[config.mk]
export PLATFORM = sky130hd
export DESIGN_NAME = if_stage
export DESIGN_NICKNAME = d
export VERILOG_FILES = /design/src/rtl/riscv_pkg.sv /design/src/rtl/if_bht.sv /design/src/rtl/if_stage.sv
export SDC_FILE = /design/constraint.sdc
export NUM_CORES = 1
export LEC_CHECK = 0
export BUFFER_PORTS_ARGS = -buffer_cell sky130_fd_sc_hd__buf_2
export CAP_MARGIN = 15
export CORE_MARGIN = 2
export CORE_UTILIZATION = 28
export CTS_CLUSTER_SIZE = 25
export DETAILED_ROUTE_END_ITERATION = 16
export GPL_TIMING_DRIVEN = 0
export PLACE_DENSITY = 0.47
export SKIP_CTS_REPAIR_TIMING = 1
export SLEW_MARGIN = 20
export SYNTH_ARGS = -nofsm -noshare
export SYNTH_HDL_FRONTEND = slang
export SYNTH_SLANG_ARGS = --single-unit
[constraint.sdc]
create_clock -name clk -period 3.4 [get_ports clk]
set_input_delay 0 -clock clk [delete_from_list [all_inputs] [get_ports clk]]
set_output_delay 0 -clock clk [all_outputs]
set_load 0.02 [all_outputs]
[src/rtl/riscv_pkg.sv]
// rtl/riscv_pkg.sv - shared RV32I opcode constants and immediate decoders
// Purpose: constants and sign-extending immediate extraction used by fetch and decode.
// Contents: OP_JAL, OP_JALR, OP_BRANCH, INSTR_ECALL, BHT_INIT, imm_i(), imm_b(), imm_j().
package riscv_pkg;

  localparam logic [6:0]  OP_JAL      = 7'b1101111;
  localparam logic [6:0]  OP_JALR     = 7'b1100111;
  localparam logic [6:0]  OP_BRANCH   = 7'b1100011;
  localparam logic [31:0] INSTR_ECALL = 32'h0000_0073;
  localparam logic [1:0]  BHT_INIT    = 2'b01;

  function automatic logic [31:0] imm_i(input logic [31:0] instr);
    return {{20{instr[31]}}, instr[31:20]};
  endfunction

  function automatic logic [31:0] imm_b(input logic [31:0] instr);
    return {{19{instr[31]}}, instr[31], instr[7], instr[30:25], instr[11:8], 1'b0};
  endfunction

  function automatic logic [31:0] imm_j(input logic [31:0] instr);
    return {{11{instr[31]}}, instr[31], instr[19:12], instr[20], instr[30:21], 1'b0};
  endfunction

endpackage

[src/rtl/if_bht.sv]
// rtl/if_bht.sv - branch history table of 2-bit saturating counters
// Purpose: combinational read of one counter, registered saturating update of another.
// Ports:
//   clk, rst_n        clock, asynchronous active-low reset (all counters -> BHT_INIT)
//   rd_idx / rd_ctr   read index and counter value (old value on same-cycle update)
//   upd_en            commit an update this cycle
//   upd_idx           index of the counter to update
//   upd_taken         1 = increment toward 2'b11, 0 = decrement toward 2'b00
module if_bht
  import riscv_pkg::*;
#(
  parameter int IDX_W = 4
) (
  input  logic             clk,
  input  logic             rst_n,
  input  logic [IDX_W-1:0] rd_idx,
  output logic [1:0]       rd_ctr,
  input  logic             upd_en,
  input  logic [IDX_W-1:0] upd_idx,
  input  logic             upd_taken
);

  localparam int ENTRIES = 1 << IDX_W;

  logic [1:0] ctr_q [ENTRIES];

  always_ff @(posedge clk or negedge rst_n) begin
    if (!rst_n) begin
      for (int i = 0; i < ENTRIES; i++) begin
        ctr_q[i] <= BHT_INIT;
      end
    end else if (upd_en) begin
      if (upd_taken && (ctr_q[upd_idx] != 2'b11)) begin
        ctr_q[upd_idx] <= ctr_q[upd_idx] + 2'd1;
      end else if (!upd_taken && (ctr_q[upd_idx] != 2'b00)) begin
        ctr_q[upd_idx] <= ctr_q[upd_idx] - 2'd1;
      end
    end
  end

  assign rd_ctr = ctr_q[rd_idx];

endmodule

[src/rtl/if_stage.sv]
// rtl/if_stage.sv - RV32I instruction fetch with predecode and next-PC prediction
// Purpose: owns the PC, predecodes the fetched word, predicts the next PC and halts on ECALL.
// Ports:
//   clk, rst_n                      clock, asynchronous active-low reset
//   stall_if_i                      hold PC
//   redirect_if_i/redirect_pc_if_i  load corrected PC (beats stall and halt)
//   bht_update_if_i/_pc/_taken      resolved conditional branch outcome
//   instr_mem_addr_if_o/_data_if_i  combinational instruction memory port
//   prediction_Rs1_if_o/_data_if_i  register-file read port for the JALR base
//   pc_if_o, instr_if_o             current fetch
//   predicted_taken_if_o/pc_if_o    prediction for the current fetch
//   halted_if_o                     fetch frozen on ECALL
module if_stage
  import riscv_pkg::*;
#(
  parameter logic [31:0] RESET_PC  = 32'h0000_0000,
  parameter int          BHT_IDX_W = 4
) (
  input  logic        clk,
  input  logic        rst_n,
  input  logic        stall_if_i,
  input  logic        redirect_if_i,
  input  logic [31:0] redirect_pc_if_i,
  input  logic        bht_update_if_i,
  input  logic [31:0] bht_update_pc_if_i,
  input  logic        bht_taken_if_i,
  output logic [31:0] instr_mem_addr_if_o,
  input  logic [31:0] instr_mem_data_if_i,
  output logic [4:0]  prediction_Rs1_if_o,
  input  logic [31:0] prediction_Rs1_data_if_i,
  output logic [31:0] pc_if_o,
  output logic [31:0] instr_if_o,
  output logic        predicted_taken_if_o,
  output logic [31:0] predicted_pc_if_o,
  output logic        halted_if_o
);

  localparam logic [0:0] ST_RUN  = 1'b0;
  localparam logic [0:0] ST_HALT = 1'b1;

  logic [31:0] pc_q;
  logic [0:0]  state_q;
  logic [1:0]  bht_ctr;
  logic [31:0] pc_plus4;
  logic        raw_taken;
  logic [31:0] raw_target;
  logic        ecall_seen;
  logic        hold_pc;

  if_bht #(
    .IDX_W(BHT_IDX_W)
  ) u_bht (
    .clk      (clk),
    .rst_n    (rst_n),
    .rd_idx   (pc_q[BHT_IDX_W+1:2]),
    .rd_ctr   (bht_ctr),
    .upd_en   (bht_update_if_i),
    .upd_idx  (bht_update_pc_if_i[BHT_IDX_W+1:2]),
    .upd_taken(bht_taken_if_i)
  );

  assign pc_plus4            = pc_q + 32'd4;
  assign instr_mem_addr_if_o = pc_q;
  assign pc_if_o             = pc_q;
  assign instr_if_o          = instr_mem_data_if_i;
  assign prediction_Rs1_if_o = instr_mem_data_if_i[19:15];
  assign halted_if_o         = (state_q == ST_HALT);

  always_comb begin
    raw_taken  = 1'b0;
    raw_target = pc_plus4;
    unique case (instr_mem_data_if_i[6:0])
      OP_JAL: begin
        raw_taken  = 1'b1;
        raw_target = pc_q + imm_j(instr_mem_data_if_i);
      end
      OP_JALR: begin
        raw_taken  = 1'b1;
        raw_target = (prediction_Rs1_data_if_i + imm_i(instr_mem_data_if_i)) & ~32'h1;
      end
      OP_BRANCH: begin
        raw_taken  = bht_ctr[1];
        raw_target = pc_q + imm_b(instr_mem_data_if_i);
      end
      default: begin
        raw_taken  = 1'b0;
        raw_target = pc_plus4;
      end
    endcase
  end

  assign predicted_taken_if_o = raw_taken && !halted_if_o;
  assign predicted_pc_if_o    = predicted_taken_if_o ? raw_target : pc_plus4;

  // An ECALL in RUN already freezes the PC on the edge that enters HALT, so the
  // halted PC is the ECALL's own address rather than the one after it.
  assign ecall_seen = (instr_mem_data_if_i == INSTR_ECALL);
  assign hold_pc    = halted_if_o || stall_if_i || ecall_seen;

  always_ff @(posedge clk or negedge rst_n) begin
    if (!rst_n) begin
      pc_q <= RESET_PC;
    end else if (redirect_if_i) begin
      pc_q <= redirect_pc_if_i;
    end else if (!hold_pc) begin
      pc_q <= predicted_pc_if_o;
    end
  end

  always_ff @(posedge clk or negedge rst_n) begin
    if (!rst_n) begin
      state_q <= ST_RUN;
    end else begin
      unique case (state_q)
        ST_RUN: begin
          if (ecall_seen && !stall_if_i && !redirect_if_i) begin
            state_q <= ST_HALT;
          end
        end
        ST_HALT: begin
          if (redirect_if_i) begin
            state_q <= ST_RUN;
          end
        end
        default: state_q <= ST_RUN;
      endcase
    end
  end

endmodule

# == Word level (Yosys, flattened, before mapping) ==
# Index checks and enable logic that the tools add are counted.
# Widths: inputs -> output; s select.
# word_totals
latch_bits,0
in_bits,134
reg_bits,65
out_inout_bits,135
ramBits,0
rom_bits,0
mem_count,0
# op_classes
n_shift,0
addsub,6
eq_ne,6
magnitude_cmp,3
n_reduce_logical,16
multipliers,0
bitwise,3
n_div,0
muxes,20
# op_table
op,n
$mux 32,5
$add 32x32->32,3
$pmux 32 s3,1
$bwmux 32,2
$add 32x3->32 const B,1
$eq 32x7->1 const B,1
$eq 7x7->1 const B,3
$bmux 2 s4,2
$ge 5x5->1 const B,2
$mux 2,5
$not 4->5,2
$demux 2 s4,1
$logic_and 1x1->1,6
$lt 5x1->1 const B,1
$logic_not 1->1,4
$ne 2x2->1 const B,2
$pmux 1 s2,2
$reduce_bool 2->1,2
$add 2x1->2 const B,1
$logic_or 1x1->1,2
$mux 1,2
$reduce_and 2->1,1
$reduce_or 2->1,1
$sub 2x1->2 const B,1
$not 1->1,1

# == Logic depth before layout (Yosys ltp) ==
# Gate-level depths: netlist (run 1).
# depth
ltp_word,9
depth_mapped,16
ltp_nobuf,15

# == Hierarchy ==
# A second synthesis (run 1) with hierarchy kept.
# hier_totals
cells_unflattened,1118
area_unflattened_um2,9051.2
# modules_own_cells
mod,n_inst,area_per_inst_um2,seq_area_each_um2,cells_each
if_stage,1,6884.1,825.8,961
if_bht,1,2167.1,820.8,157

# == Worst setup path before layout (run 1) ==
# Ideal clock, no wire load.
# synth_path
path_type,input to register
from,input port instr_mem_data_if_i[6]
to,"register pc_q[19], in the netlist instr_mem_addr_if_o[19]"
path_slack_ns,-0.014
path_stages,16
arrival_time_ns,3.338
required_time_ns,3.323
path_cell_list,and4_1 > nand3_1 > clkbuf_1 > mux2_2 > ha_1 > inv_1 > fa_1 > nor2b_1 > o211ai_1 > nand3b_1 > a21oi_1 > a211oi_1 > or3_1 > a41oi_1 > mux2i_1 > o21ai_1
# synth_between
elab_chain_len,7
word_cells_on_any_way,13
cone_classes,eq/ne: 5; mux: 5; reduce/logical: 3
# synth_rtl
item,line_no,rtl
"start, declared",if_stage.sv:28,"input logic [31:0] instr_mem_data_if_i,"
$eq 7x7->1,if_stage.sv:72,unique case (instr_mem_data_if_i[6:0])
$reduce_or 2->1 (no source line),-,
$pmux 1 s2,if_stage.sv:72,
$logic_and 1x1->1,if_stage.sv:92,assign predicted_taken_if_o = raw_taken && !halted_if_o;
$mux 32 (*),if_stage.sv:93,assign predicted_pc_if_o = predicted_taken_if_o ? raw_target : pc_plus4;
named net predicted_pc_if_o[19],if_stage.sv:34,"output logic [31:0] predicted_pc_if_o,"
$mux 32 (*),if_stage.sv:105,end else if (!hold_pc) begin
$mux 32 (*),if_stage.sv:103,end else if (redirect_if_i) begin
"end signal, assigned",if_stage.sv:104,pc_q <= redirect_pc_if_i;
"end signal, assigned",if_stage.sv:106,pc_q <= predicted_pc_if_o;
"end, declared",if_stage.sv:41,logic [31:0] pc_q;
# Mark *: on every way through the listed nets, which the timed path passes. The rest lies on a longest branch. The select of a mux whose other input is x is not followed.
# A chain may end at the register's enable or synchronous reset.

# == Worst setup path after layout (run 1) ==
# layout_path
from,input port instr_mem_data_if_i[6]
to,output port predicted_pc_if_o[24]
# layout_between
elab_chain_len,5
word_cells_on_any_way,8
cone_classes,eq/ne: 3; mux: 3; reduce/logical: 2
# layout_rtl
item,line_no
$eq 7x7->1,if_stage.sv:72
$reduce_or 2->1 (no source line),-
$pmux 1 s2,if_stage.sv:72
$logic_and 1x1->1,if_stage.sv:92
$mux 32 (*),if_stage.sv:93
"end, declared",if_stage.sv:34
# Every way passes the cells marked *; elsewhere a longest branch is shown, timed or not.

==> results of run 1 <==
[layout by cell type (no fill, tap or decap), types with 29 or more instances in the layout]
master | Yosys | layout
clkbuf_1 | 50 | 38
xor2_1 | 33 | 33
buf_4 | 69 | 84
ha_1 | 66 | 59
dfrtp_1 | 49 | 43
o21ai_1 | 36 | 37
nor2_1 | 97 | 90
nand2_1 | 107 | 105
xnor2_1 | 39 | 39
dlygate4sd3_1 | 0 | 29
a21oi_1 | 100 | 90
a21o_1 | 34 | 33
o21ai_0 | 44 | 41
buf_2 | 7 | 237
[path summary, 6_finish.rpt]
check / startpoint / to / slack (ns) / depth (start not counted)
min reg2reg: flip-flop / flip-flop / 0.46 / 2
max in group asynchronous: rst_n / async pin / 2.76 / 3
min: redirect_pc_if_i[30] / instr_mem_addr_if_o[30]$_DFFE_PN0P_ / -0.02 / 3
min in group asynchronous: rst_n / instr_mem_addr_if_o[27]$_DFFE_PN0P_ / 0.05 / 2
max reg2reg: instr_mem_addr_if_o[3]$_DFFE_PN0P_ / instr_mem_addr_if_o[31]$_DFFE_PN0P_ / 0.17 / 11
max: instr_mem_data_if_i[6] / predicted_pc_if_o[24] / 0.04 / 16
[synth_stat cells (7+ instances only)]
| master | number | area (µm²) |
|---|---|---|
| nand2_1 | 107 | 402 |
| a21oi_1 | 100 | 500 |
| nor2_1 | 97 | 364 |
| buf_4 | 69 | 518 |
| ha_1 | 66 | 826 |
| clkbuf_1 | 50 | 188 |
| dfrtp_1 | 49 | 1230 |
| o21ai_0 | 44 | 220 |
| xnor2_1 | 39 | 342 |
| o21ai_1 | 36 | 180 |
| a21o_1 | 34 | 255 |
| xor2_1 | 33 | 289 |
| nand3_1 | 29 | 145 |
| nand4_1 | 26 | 163 |
| nor3_1 | 25 | 125 |
| inv_1 | 24 | 90.1 |
| mux2_2 | 22 | 248 |
| mux2i_1 | 22 | 220 |
| a31oi_1 | 19 | 119 |
| dfstp_2 | 16 | 420 |
| nand2b_1 | 14 | 87.6 |
| a211oi_1 | 13 | 97.6 |
| nor4_1 | 13 | 81.3 |
| mux4_2 | 12 | 270 |
| and3_1 | 11 | 68.8 |
| nor2b_1 | 11 | 68.8 |
| a221oi_1 | 10 | 87.6 |
| and4_1 | 9 | 78.8 |
| or3_1 | 9 | 56.3 |
| nor3b_1 | 8 | 60.1 |
| o211ai_1 | 8 | 60.1 |
| o21a_1 | 8 | 60.1 |
| buf_2 | 7 | 35.0 |
[critical path, cell delays in order]
cell	delay [ns]
buf_2	0.09
and4_4	0.28
nand3_4	0.12
buf_4	0.16
mux2_2	0.26
ha_1	0.36
and4_1	0.27
o211ai_1	0.17
a211oi_2	0.40
o22ai_4	0.15
o21bai_1	0.18
xor2_1	0.21
a221oi_2	0.09
buf_4	0.19
a21oi_1	0.23
buf_4	0.20
[per-stage QoR]
stage | TNS (ns) | instances | cell area, µm² | worst slack, ns | hold WS, ns
floorplan | 0 | 1135 | 8750 | 0.0767 | -0.296
global placement | -34.39 | 1767 | 10400 | -1.34 | 0.207
detailed placement | -33.95 | 1768 | 10500 | -1.31 | -0.125
CTS | -23.18 | 1784 | 10700 | -1.32 | -0.486
global route | -0.185 | 1819 | 11500 | -0.0487 | 0.00374
finish | 0 | 1819 | 11500 | 0.0367 | -0.0204
[power groups by stage]
stage | clock [mW] | combinational, mW | sequential (mW)
floorplan | 0 | 1.54 | 1.24
global route | 0.943 | 2.58 | 1.32
CTS | 0.907 | 2.21 | 1.28
finish | 0.879 | 2.36 | 1.28
global placement | 0 | 2.19 | 1.28
detailed placement | 0 | 2.20 | 1.29
[logic make-up (layout without fill, tap and decap cells)]
group / after synthesis / in the layout / synth area share
other cells: 0 / 1 / 0
xor+xnor: 72 / 72 / 0.0721
buf+inv: 152 / 439 / 0.0959
mux: 56 / 56 / 0.0844
compound gates: 336 / 336 / 0.243
flops: 65 / 65 / 0.188
fa+ha+maj: 68 / 68 / 0.0990
simple gates: 386 / 386 / 0.218
[cell type report]
type / count / area share
Timing Repair Buffer: 277 / 0.138
Inverter: 25 / 0.00813
Multi-Input combinational cell: 918 / 0.578
Sequential cell: 65 / 0.143
Tap cell: 396 / 0.0429
Clock buffer: 10 / 0.0198
Buffer: 121 / 0.0656
Clock inverter: 6 / 0.00433
Antenna cell: 1 / 0.000217
[per-layer routing]
| layer | track usage | routed length, µm |
|---|---|---|
| met1 | 0.297 | 16700 |
| met2 | 0.342 | 16600 |
| met3 | 0.0337 | 1860 |
| met4 | 0.0477 | 573 |
| met5 | 0 | 18 |
==> out/results.tsv, run 1 <==
stage	metric	value	unit
pwr	p_sw	1.96	mW
global_routing	grt_max_degree	55	
finish	area_growth	32.0	%
global_routing	grt_pass1_vias	9265	
pwr	cellPowerDensity	392	mW/mm²
flow_run	maxCapViolCount	0	
worst_setup_path	critical_path_required	3.40	ns
logic_synthesis	synthDistinctLibCells	71	
sta	fin_crit	3.36	ns
sta	rsz0062_at_grt	yes	
sta	hold_ws	-0.0204	ns
sta	fin_skew	0.0118	ns
route	vias	9565	
route	drt-total-wl	35800	µm
sta	max_slew_margin	0.278	
floorplan	die_w	181	µm
route	drt-initial-drc-count	696	
logic_synthesis	ys_warn_count	0	
logic_synthesis	ys_seq_elements	65	
floorplan	fp.dieArea	0.0327	mm²
pwr	internal_power	2.57	mW
clock_network	cts_tree	done	
pwr	seq_power_share	0.284	
floorplan	core	0.0307	mm²
route	via_per_inst	5.26	
finish	drive_above_1_share	0.333	
global_routing	antenna_found_initial	2	
sta	setup_viol	0	
finish	nets	1619	
sta	worst_slew_pin_slew	1.08	ns
finish	nFillCells	3306	
sta	slew_viol_final	0	
global_routing	grt_usage	0.212	
logic_synthesis	synth_nets	1337	
logic_synthesis	synth_ff_type	dfrtp_1	
route	firstDrtPassIters	5	
clock_network	root_buffer	clkbuf_16	
worst_setup_path	cp-start-kind	primary input	
status	violations	negative hold slack	
pwr	p_total	4.53	mW
clock_network	clk_pin_slew	0.06	ns
logic_synthesis	yosysSeqAreaShare	0.188	
clock_network	cts_buffers	9	
worst_setup_path	setup.worst_path.class	in2out	
pwr	vdd_drop_max	365	µV
logic_synthesis	syn_area_per_cell	7.71	µm²
worst_setup_path	crit_arrival	3.36	ns
global_routing	overflow	0	
sta	fmax	297	MHz
logic_synthesis	syn_inst	1135	
logic_synthesis	synth_edf_count	0	
logic_synthesis	synth_area	0.00875	mm²
floorplan	rows	64	
global_routing	grt_pass1_wl	54400	µm
floorplan	initial_core_util	0.285	
route	avgRoutedWirePerCell	19.7	µm
finish	fin_util	0.376	
clock_network	clkSinkCount	65	
placement	gp_congestion	0.874	
finish	multiInputGateArea	0.00667	mm²
worst_setup_path	crit_path_end_kind	primary output	
clock_network	clock_latency	0.34	ns
route	drcViolationCount	0	
sta	hold_viol_final	4	
floorplan	die_h	181	µm
worst_setup_path	cp_max_fo	5	
clock_network	cts_buffer_depth	2	
pwr	p_leak	5.14	nW
logic_synthesis	synthArstFlopShare	1.00	
finish	seqCellArea	0.00165	mm²
placement	place_hpwl	29000	µm
status	status	complete, but fails checks	
sta	finalCritPeriodShare	0.989	
clock_network	htree_levels	3	
pwr	sw_frac_of_total	0.432	
floorplan	pin_count	269	
worst_hold_path	hold_class	in2reg	
pwr	clkPwrFrac	0.194	
placement	port_buffers	236	
route	ant_nets	0	
pwr	power_frac_comb	0.522	
No activity file was read; power rests on OpenSTA's default activity.
==> run 2, diff against run 1 <==
BUFFER_PORTS_ARGS = -buffer_cell sky130_fd_sc_hd__buf_4   (was -buffer_cell sky130_fd_sc_hd__buf_2)
==> run 2 against run 1 <==
Net effect:
- the run still ends with negative hold slack left
- register-to-register slack got worse by 0.02 ns
- highest routed layer is now met4
- clock-buffer cell count fell by 1
- worst hold slack gained 0.012 ns
==> out/results.tsv, run 2 (synthesis gave the netlist of run 1 again) <==
stage	metric	value	unit	change
sta	hold_ws	-0.00870	ns	+0.0117 ns
finish	final_cell_area	0.0122	mm²	+5.8%
sta	fmax	305	MHz	+2.4%
pwr	vdd_drop_max	318	µV	-13%
worst_setup_path	cp-start-kind	flip-flop		
sta	hold_viol_final	1		-3
sta	fin_skew	0.0125	ns	+0.000690 ns
placement	gp_congestion	0.915		+4.7%
pwr	cellPowerDensity	390	mW/mm²	-0.60%
sta	setup_ws	0.116	ns	+0.0793 ns
sta	finalCritPeriodShare	0.966		-0.0233
placement	dpl_worst_slack	-1.20	ns	+0.107 ns
global_routing	overflow	0		unchanged
status	status	complete, but fails checks		
global_routing	grt_pass1_vias	9315		+0.54%
clock_network	clk_pin_slew	0.06	ns	about the same
clock_network	cts_buffer_depth	2		unchanged
worst_setup_path	slowest_stage	mux4_2		
worst_setup_path	cp_max_fo	10		+5
sta	slew_viol_final	0		unchanged
global_routing	grt_max_degree	66		+20%
floorplan	initial_core_util	0.285		unchanged
worst_setup_path	crit_top_cell	clkbuf_4		
finish	drive_above_1_share	0.341		+0.00748
worst_setup_path	setup.worst_path.class	reg2out		
pwr	p_leak	5.36	nW	+4.2%
worst_setup_path	crit_arrival	3.28	ns	-0.08 ns
route	vias	9635		+0.73%
sta	fin_crit	3.28	ns	-0.0793 ns
finish	nFillCells	3232		-2.2%
flow_run	maxCapViolCount	0		unchanged
floorplan	rows	64		unchanged
route	via_per_inst	5.29		+0.57%
status	violations	negative hold slack		
floorplan	die_w	181	µm	unchanged
finish	n_antenna_cell	0		-1
floorplan	fp.dieArea	0.0327	mm²	unchanged
clock_network	cts_tree	done		
finish	layout_commonest_cell	buf_4		
finish	final_cell_mix	buf_4, nand2_1, a21oi_1		
clock_network	cts_buffers	9		unchanged
clock_network	htree_levels	3		unchanged
clock_network	clock_latency	0.35	ns	about the same
global_routing	grt_usage	0.215		+0.00274
placement	place_hpwl	29000	µm	about the same
route	drcViolationCount	0		unchanged
global_routing	grt_pass1_wl	55200	µm	+1.4%
finish	nets	1623		+0.25%
floorplan	pin_count	269		unchanged
route	drt-initial-drc-count	645		-7.3%
route	firstDrtPassIters	5		unchanged
worst_hold_path	hold_class	in2reg		
placement	postPlaceCellArea	0.0110	mm²	+5.4%
worst_setup_path	crit_path_end_kind	primary output		
sta	setup_viol	0		unchanged
sta	max_slew_margin	0.346		+0.0684
worst_setup_path	critPathTopFamily	buffers and inverters		
worst_setup_path	critical_path_required	3.40	ns	about the same
route	drt-total-wl	36200	µm	+1.0%
worst_setup_path	cp_slowest_stage_delay	0.52	ns	+0.12 ns
clock_network	clkSinkCount	65		unchanged
route	avgRoutedWirePerCell	19.8	µm	+0.84%
floorplan	core	0.0307	mm²	unchanged
finish	area_growth	39.6	%	
floorplan	die_h	181	µm	unchanged
worst_setup_path	crit_chain	clkbuf_4, mux4_2, o22ai_1, nor4_1, nor2_1, buf_4, clkbuf_4, clkbuf_4, nand2_1, o21ai_0, buf_4		
placement	port_buffers	236		unchanged
route	ant_nets	0		unchanged
worst_setup_path	critPathBufInv	5		+1
clock_network	root_buffer	clkbuf_16		
sta	worst_slew_pin_slew	0.973	ns	-0.102 ns
global_routing	antenna_found_initial	0		-2
## run 2: tightest hold or removal path, cell delays in order
cell and delay [ns]:
buf_4 0.08, nand2_1 0.05, o21ai_0 0.07, a31o_1 0.10
## run 2: metrics by stage
stage          total power, mW  TNS, ns  cells   util
2_1_floorplan             2.78        0   1135      -
3_3_place_gp              3.60   -33.68   1767  0.359
3_5_place_dp              3.61   -32.97   1768  0.360
4_1_cts                   4.60   -21.98   1784  0.370
5_1_grt                   5.07  -0.0836   1822  0.398
6_report                  4.76        0   1822  0.398
## run 2: path summary, 6_finish.rpt
path / from / end / slack [ns] / depth (start not counted)
setup / recovery: instr_mem_addr_if_o[3]$_DFFE_PN0P_ / predicted_pc_if_o[16] / 0.12 / 11
hold / removal: redirect_pc_if_i[26] / instr_mem_addr_if_o[26]$_DFFE_PN0P_ / -0.009 / 4
setup reg to reg: flip-flop / u_bht.ctr_q[31]$_DFFE_PN0P_ / 0.15 / 11
hold reg to reg: flip-flop / flip-flop / 0.46 / 2
max in group asynchronous: rst_n / instr_mem_addr_if_o[3]$_DFFE_PN0P_ / 2.44 / 2
min in group asynchronous: rst_n / instr_mem_addr_if_o[29]$_DFFE_PN0P_ / 0.32 / 2
## run 2: report_power, final
group          internal [mW]  total (mW)  switching, mW  leakage [nW]
registers               1.05        1.29          0.236         0.760
clock network          0.574       0.968          0.394         0.146
logic                   1.14        2.50           1.36          4.45
total                   2.77        4.76           1.99          5.36
## run 2: area by class of cell
| cell class | count | area, µm² | area share |
|---|---|---|---|
| Multi-Input combinational cell | 918 | 6700 | 0.549 |
| Timing Repair Buffer | 283 | 2210 | 0.181 |
| Sequential cell | 65 | 1660 | 0.136 |
| Buffer | 119 | 748 | 0.0613 |
| Tap cell | 396 | 495 | 0.0406 |
| Clock buffer | 9 | 225 | 0.0184 |
| Inverter | 25 | 93.8 | 0.00769 |
| Clock inverter | 7 | 77.6 | 0.00635 |
## run 2: routing by layer
layer,vias up,global-route usage,share of wire
met5,-,0,0
li1,4713,-,-
met3,26,0.0274,0.051
met4,0,0.0432,0.011
met1,4585,0.303,0.47
met2,311,0.352,0.47
==> run 3, diff against run 2 <==
==> constraint.sdc (replaced) <==
create_clock -name clk -period 3.4 [get_ports clk]
set_input_delay 0.34 -clock clk [delete_from_list [all_inputs] [get_ports clk]]
set_output_delay 0.34 -clock clk [all_outputs]
set_load 0.02 [all_outputs]
==> run 3 against run 2 <==
Net effect:
- the run ends with negative setup slack left
- first-iteration DRC count is 1.1% lower
- clock skew is 0.0036 ns lower
- combinational power is 7% higher
- clock-buffer cell count stayed put
- worst hold slack better by 0.12 ns
- power is 3.5% higher
- critical path depth is 4 higher
- via count is 1.1% higher
- die area stayed put
- sequential cell count stayed put
- non-clock buffer count stayed put
- critical endpoint is now predicted_pc_if_o[24]
==> out/results.tsv, run 3 (synthesis gave the netlist of run 1 again) <==
stage	metric	value	unit	change
pwr	p_leak	5.48	nW	+2.3%
sta	hold_ws	0.109	ns	+0.117 ns
global_routing	grt_pass1_wl	56100	µm	+1.7%
finish	area_growth	43.5	%	
placement	place_hpwl	29600	µm	+2.0%
sta	setup_ws	-0.515	ns	-0.631 ns
route	ant_nets	0		unchanged
sta	slew_viol_final	0		unchanged
finish	final_cell_area	0.0125	mm²	+2.8%
clock_network	cts_tree	done		
worst_setup_path	crit_arrival	3.57	ns	+0.29 ns
route	drt-initial-drc-count	638		-1.1%
global_routing	antenna_found_initial	0		unchanged
finish	nets	1623		unchanged
global_routing	grt_max_degree	66		unchanged
sta	fmax	255	MHz	-16%
sta	rsz0062_at_grt	yes		
finish	n_antenna_cell	0		unchanged
finish	drive_above_1_share	0.386		+0.0456
finish	layout_commonest_cell	buf_4		
placement	port_buffers	236		unchanged
sta	setup_viol	25		+25
clock_network	clkSinkCount	65		unchanged
clock_network	cts_buffer_depth	2		unchanged
sta	worst_slew_pin_slew	0.987	ns	+0.0133 ns
placement	dpl_worst_slack	-0.933	ns	+0.266 ns
worst_setup_path	crit_path_end_kind	primary output		
route	firstDrtPassIters	5		unchanged
pwr	cellPowerDensity	393	mW/mm²	+0.72%
floorplan	die_w	181	µm	unchanged
route	drt-total-wl	37200	µm	+2.9%
sta	tns	-8.40	ns	-8.40 ns
floorplan	die_h	181	µm	unchanged
route	via_per_inst	5.35		+1.1%
clock_network	htree_levels	3		unchanged
floorplan	fp.dieArea	0.0327	mm²	unchanged
status	violations	negative setup slack		
pwr	p_total	4.93	mW	+3.5%
clock_network	cts_buffers	9		unchanged
worst_setup_path	cp-start-kind	primary input		
floorplan	initial_core_util	0.285		unchanged
sta	fin_skew	0.00892	ns	-0.00362 ns
clock_network	clk_pin_slew	0.06	ns	about the same
placement	dpl.cell_count	1767		-0.057%
floorplan	rows	64		unchanged
floorplan	core	0.0307	mm²	unchanged
global_routing	grt_pass1_vias	9468		+1.6%
sta	finalCritPeriodShare	1.15		+0.185
worst_setup_path	rr_worst_depth	16		+5
worst_setup_path	setup.worst_path.class	in2out		
floorplan	pin_count	269		unchanged
worst_setup_path	cp_max_fo	8		-2
global_routing	overflow	0		unchanged
worst_setup_path	critical_path_required	3.06	ns	-0.34 ns
clock_network	clock_latency	0.34	ns	about the same
placement	postPlaceCellArea	0.0112	mm²	+1.2%
worst_setup_path	r2r_slack	-0.15	ns	-0.30 ns
sta	hold_viol_final	0		-1
finish	final_cell_mix	buf_4, nand2_1, nor2_1		
route	drcViolationCount	0		unchanged
sta	max_slew_margin	0.337		-0.00895
status	status	complete, but fails checks		
placement	gp_congestion	0.898		-1.8%
sta	fin_crit	3.91	ns	+0.631 ns
flow_run	maxCapViolCount	0		unchanged
route	avgRoutedWirePerCell	20.4	µm	+2.9%
finish	fin_util	0.409		+0.0111
global_routing	grt_usage	0.219		+0.00396
clock_network	root_buffer	clkbuf_16		
route	vias	9743		+1.1%
finish	final_cell_count_no_fill	1822		unchanged
pwr	vdd_drop_max	408	µV	+28%
worst_hold_path	hold_class	in2async		
run 3: cell types whose count changed in the layout (fill, tap and decap cells not counted), sizes merged:
cell and delta:
buf +28, clkbuf +4, clkinv -1, clkinvlp -1, dlygate4sd3 -32, inv +2
run 3: final cells by class:
| cell class | count | area [µm²] |
|---|---|---|
| multi-input combinational | 918 | 7010 |
| clock buffer | 9 | 225 |
| fill | 3188 | 18100 |
| buffer | 124 | 792 |
| inverter | 25 | 96.3 |
| clock inverter | 7 | 76.3 |
| tap | 396 | 495 |
| timing repair buffer | 278 | 2200 |
| sequential | 65 | 1650 |
run 3: worst paths after layout:
path,start,end
worst max-delay path,instr_mem_data_if_i[0],predicted_pc_if_o[24]
worst min-delay path,rst_n,instr_mem_addr_if_o[22]$_DFFE_PN0P_
worst max register to register,instr_mem_addr_if_o[10]$_DFFE_PN0P_,instr_mem_addr_if_o[19]$_DFFE_PN0P_
worst min register to register,flip-flop,flip-flop
max in group asynchronous,rst_n,instr_mem_addr_if_o[2]$_DFFE_PN0P_
min in group clk,redirect_pc_if_i[18],instr_mem_addr_if_o[18]$_DFFE_PN0P_
run 3: power by group:
part	total [mW]	switching [mW]	leakage, nW	internal [mW]
sequential	1.29	0.238	0.765	1.05
combinational	2.67	1.43	4.56	1.24
clock	0.974	0.398	0.153	0.577
total	4.93	2.06	5.48	2.86
run 3: layer usage:
metal / share of wire / track usage / vias to the layer above
met5: 0 / 0 / -
met4: 0.014 / 0.0471 / 0
met3: 0.055 / 0.0242 / 28
met2: 0.47 / 0.360 / 277
met1: 0.46 / 0.308 / 4715
li1: - / - / 4723
run 3: worst max-delay path, cell delays in order:
cell and delay [ns]:
buf_6 0.09, and4_4 0.21, and2_1 0.20, and3_4 0.21, a21o_1 0.18, ha_1 0.32, a21oi_2 0.23, o21ai_1 0.13
or4_1 0.54, o22ai_4 0.16, o21bai_1 0.10, xor2_1 0.19, a221oi_4 0.44, a21oi_2 0.07, buf_4 0.17
